[src/rtl/inst_fetch_unit.sv]
// inst_fetch_unit: sequential PC generator, in-order prefetch FIFO and NOP-filling
// instruction presenter with redirect flush.
module inst_fetch_unit #(
  parameter logic [31:0] pBootAddr  = 32'h0000_0000,
  parameter int          pFifoDepth = 4,
  parameter int          cXLEN      = 32
) (
  input  logic             iClk,
  input  logic             iRst,
  output logic             oMemReqVld,
  output logic [cXLEN-1:0] oMemReqAddr,
  input  logic             iMemReqRdy,
  input  logic             iMemRspVld,
  input  logic [cXLEN-1:0] iMemRspData,
  input  logic             iRedirect,
  input  logic [cXLEN-1:0] iRedirectPc,
  input  logic             iReady,
  output logic [cXLEN-1:0] oInst,
  output logic [cXLEN-1:0] oCurPc,
  output logic             oInstVld
);
  localparam int AW = $clog2(pFifoDepth);
  localparam int CW = AW + 1;
  localparam logic [cXLEN-1:0] NOP = cXLEN'(32'h0000_0013);
  logic [cXLEN-1:0] pc_mem_q [pFifoDepth];
  logic [cXLEN-1:0] dat_mem_q [pFifoDepth];
  logic [AW-1:0] wr_q, rd_q;
  logic [CW-1:0] cnt_q, out_q, disc_q, out_d;
  logic [cXLEN-1:0] fetch_pc_q, rsp_pc_q, inst_q, pc_q, redir_pc;
  logic vld_q, xfer, push, pop;
  // Occupancy counts in-flight requests too, so a pushed response always has a slot.
  assign oMemReqVld = !iRst && !iRedirect && (cnt_q + out_q < CW'(pFifoDepth));
  assign oMemReqAddr = fetch_pc_q;
  assign xfer = oMemReqVld && iMemReqRdy;
  assign push = iMemRspVld && disc_q == '0 && !iRedirect;
  assign pop = iReady && cnt_q != '0 && !iRedirect;
  assign out_d = out_q + CW'(xfer) - CW'(iMemRspVld);
  assign redir_pc = {iRedirectPc[cXLEN-1:2], 2'b00};
  assign oInst = inst_q;
  assign oCurPc = pc_q;
  assign oInstVld = vld_q;
  always_ff @(posedge iClk) begin
    if (iRst) begin
      fetch_pc_q <= pBootAddr;
      rsp_pc_q <= pBootAddr;
      wr_q <= '0;
      rd_q <= '0;
      cnt_q <= '0;
      out_q <= '0;
      disc_q <= '0;
      inst_q <= NOP;
      pc_q <= '0;
      vld_q <= 1'b0;
    end else begin
      out_q <= out_d;
      if (iRedirect) begin
        fetch_pc_q <= redir_pc;
        rsp_pc_q <= redir_pc;
        wr_q <= '0;
        rd_q <= '0;
        cnt_q <= '0;
        disc_q <= out_d;
        inst_q <= NOP;
        vld_q <= 1'b0;
      end else begin
        if (xfer) fetch_pc_q <= fetch_pc_q + cXLEN'(4);
        if (iMemRspVld && disc_q != '0) disc_q <= disc_q - 1'b1;
        // Kept responses arrive in request order, so the tag is just a running PC.
        if (push) begin
          pc_mem_q[wr_q] <= rsp_pc_q;
          dat_mem_q[wr_q] <= iMemRspData;
          wr_q <= wr_q + 1'b1;
          rsp_pc_q <= rsp_pc_q + cXLEN'(4);
        end
        if (pop) begin
          inst_q <= dat_mem_q[rd_q];
          pc_q <= pc_mem_q[rd_q];
          vld_q <= 1'b1;
          rd_q <= rd_q + 1'b1;
        end else if (iReady) begin
          inst_q <= NOP;
          vld_q <= 1'b0;
        end
        cnt_q <= cnt_q + CW'(push) - CW'(pop);
      end
    end
  end
endmodule

[config.mk]
export PLATFORM = sky130hd
export DESIGN_NAME = inst_fetch_unit
export DESIGN_NICKNAME = d
export VERILOG_FILES = /design/src/rtl/inst_fetch_unit.sv
export SDC_FILE = /design/constraint.sdc
export NUM_CORES = 1
export LEC_CHECK = 0
export ABC_CLOCK_PERIOD_IN_PS = 5800
export CELL_PAD_IN_SITES_DETAIL_PLACEMENT = 0
export CELL_PAD_IN_SITES_GLOBAL_PLACEMENT = 1
export CORE_MARGIN = 10
export CORE_UTILIZATION = 25
export CTS_CLUSTER_DIAMETER = 30
export CTS_CLUSTER_SIZE = 16
export DETAILED_ROUTE_END_ITERATION = 10
export PLACE_DENSITY = 0.46
export SLEW_MARGIN = 5
export SYNTH_ARGS = -nofsm -noshare
export SYNTH_HDL_FRONTEND = slang
export SYNTH_SLANG_ARGS = --single-unit
[constraint.sdc]
create_clock -name iClk -period 5.8 [get_ports iClk]
set_input_delay 1.16 -clock iClk [delete_from_list [all_inputs] [get_ports iClk]]
set_output_delay 1.16 -clock iClk [all_outputs]
set_load 0.02 [all_outputs]
==> out/results.tsv <==
metric	value	unit
CTS max path bufs	3	
CP Capture Type	output pin	
die width	267	um
top-area cell type share of the netlist area	48.8	%
post-synthesis mux area share	9.47	%
RePlAce Congestion	0.741	
number of core rows	90	
hold_buf cts	0	
final core utilization	35.8	%
Hold Crit Start	oCurPc[25]	
DR vias	9973	
area delta synth->final	41.7	%
hpwl dp	27.1	mm
Pre-antenna DRT Iters	4	
FF-to-FF path depth	13	
post-CTS setup buffers	0	
Leak	7.24	nW
fraction of registers with async set/reset	0	%
status	completed	
post-synthesis compound-gate area fraction	6.37	%
Crit. Startpoint	cnt_q[1]	
worst min path class	reg -> reg	
synthesized cell area	0.0153	sq mm
vias in the first global route	10800	
final setup TNS	0	ps
crit-path max FO	5	
Clock Sinks	386	
clock-pin slew on the worst setup and hold paths	40	ps
final period utilization	71.5	%
H-tree Lvls	3	
TritonCTS buffer count	107	
pin count of the biggest net entering global routing	69	
main combinational cell family by area after synthesis	simple AND/OR/NAND/NOR gates	
Max Cap Viol	0	
Global Route Usage Sum	12.6	%
Fmax achieved	241	MHz
pwr/cell area	450	mW/mm^2
Post-synth EDFFs	248	
first-pass GRT wire length	67.7	mm
final hold vios	0	
Post-Synth XOR/XNOR Area	2.64	%
buffers added on ports	161	
final setup skew	19.3	ps
clock latency on the worst-skew pair	630	ps
ratio of cells with drive above 1 in the final layout	18.8	%
Top FF cell, synth	edfxtp_1	
Final nets	1422	
drt total wl	44.4	mm
Initial Util	25.3	%
Routed Antenna Nets	0	
unrepaired setup endpoints after global routing	no	
number of library cell types mapped by synthesis	55	
Setup violations, final	0	
Post-Synth Simple-Gate Area	10.7	%
1st-iter DRT viols	478	
sequential cell area fraction in the yosys report	66.9	%
Chip Height	267	um
post-synthesis adder-cell area fraction	1.33	%
worst path arrival time	2990	ps
Min-Delay Path Depth	2	
post-CTS sizing	0	
initial antenna violation count	1	
Max Slew Vio Count	0	
Die ar.	0.0714	sq mm
CTS tree	yes	
grt ovf	0	
WS Path Type	reg -> out	
top-count cell post-synth	edfxtp_1	
core area	0.0605	sq mm
largest cells by area after synthesis	edfxtp_1 49%, dfxtp_1 18%, mux4_2 9.1%	
Yosys reg bits	386	
DRC	0	
cell count after synthesis	1110	
Mean Syn Cell Area	13.8	sq um
Max transition margin	23.8	%
I/O pins	168	
WL/cell	20.1	um
top cells by count, synth	248 x edfxtp_1, 138 x dfxtp_1, 112 x nand2_1	
Least-Margin Pin Slew	1130	ps
startpoint class of the critical path	flop	
Critical Path RT	4640	ps
fin crit period	4150	ps
synth warn	0	
Synth area leader	edfxtp_1	
VDD IR-drop max	0.243	mV
vias per cell	4.51	
worst flop-to-flop path startpoint	cnt_q[1]	
Clock Tree Root	clkbuf_16	
==> critical path, cell delays in order (launching register included) <==
cell and delay [ps]:
dfxtp_1 450, ha_1 270, a31oi_1 270, xor2_1 530
nor2_1 120, clkdlybuf4s50_1 710
==> layer usage <==
| layer | wire (um) | vias to the layer above | track usage, % |
|---|---|---|---|
| li1 | - | 4652 | - |
| met1 | 19500 | 4969 | 15.4 |
| met2 | 21100 | 270 | 20.3 |
| met3 | 2820 | 82 | 3.92 |
| met4 | 998 | 0 | 4.99 |
| met5 | 0 | - | 0 |
==> through the flow <==
step / total power [mW] / instance area [sq um] / setup WS, ps / cells / hold slack, ps
6_report: 9.73 / 21600 / 1650 / 2213 / 449
3_5_place_dp: 3.58 / 17800 / 1840 / 2010 / 449
5_1_grt: 10.1 / 21600 / 1490 / 2212 / 476
3_3_place_gp: 3.58 / 17800 / 1850 / 2010 / 445
2_1_floorplan: 3.36 / 15300 / 1940 / 1113 / 469
4_1_cts: 9.87 / 21600 / 1620 / 2212 / 455
==> cell usage in the layout, fill, tap and decap left out, types with 6 or more instances in the layout <==
cell             instances
a211oi_1                 9
nor2b_1                 30
nand3_1                 26
clkdlybuf4s50_1        159
and4_1                   6
nor4_1                  11
clkinv_1                13
xnor2_1                 28
nand2_1                112
a21oi_1                 84
mux4_2                  62
clkinv_2                16
nor2_1                  70
edfxtp_1               248
o21ai_0                  7
buf_4                   16
inv_1                   32
ha_1                    13
nand4_1                 31
and3_1                   7
or3_1                    8
a31oi_1                 12
dfxtp_1                135
clkbuf_16              108
clkbuf_1                17
nor3_1                   9
a21boi_0                15
bufinv_16               23
xor2_1                  18
o211ai_1                 9
clkinvlp_4              13
==> cell type report <==
type	instances	area, sq um
Multi-Input combinational cell	628	4680
Tap cell	782	978
Inverter	34	128
Clock buffer	130	2840
Sequential cell	386	10200
Clock inverter	72	1010
Antenna cell	1	2.50
Fill cell	5853	38800
Timing Repair Buffer	180	1780
==> worst paths after layout <==
check	endpoint	slack, ps
setup / recovery	oMemReqVld	1650
hold / removal	oCurPc[25]	450
setup reg to reg	disc_q[2]	2530
hold reg to reg	oCurPc[25]	450
==> registers in the layout, summed over array words and instances (netlist names), named ones only <==
name	cells
cnt_q	3
oCurPc	30
out_q	3
wr_q	2
dat_mem_q	128
rsp_pc_q	30
pc_mem_q	120
oInst	32
oInstVld	1
oMemReqAddr	30
rd_q	2
disc_q	3
==> report_power, final <==
part           internal, mW  switching, mW  total (mW)
combinational         0.187          0.251       0.437
sequential             3.01         0.0777        3.09
clock                  4.46           1.74        6.20
==> kinds of logic after synthesis <==
| kind of cell | after synthesis |
|---|---|
| AND/OR/NAND/NOR | 336 |
| XOR/XNOR | 46 |
| other | 1 |
| AO/OA/AOI/OAI | 160 |
| multiplexers | 67 |
| buffers and inverters | 99 |
| flip-flops | 386 |
| adder cells (fa/ha/maj) | 15 |
(Power assumes the default switching activity.)
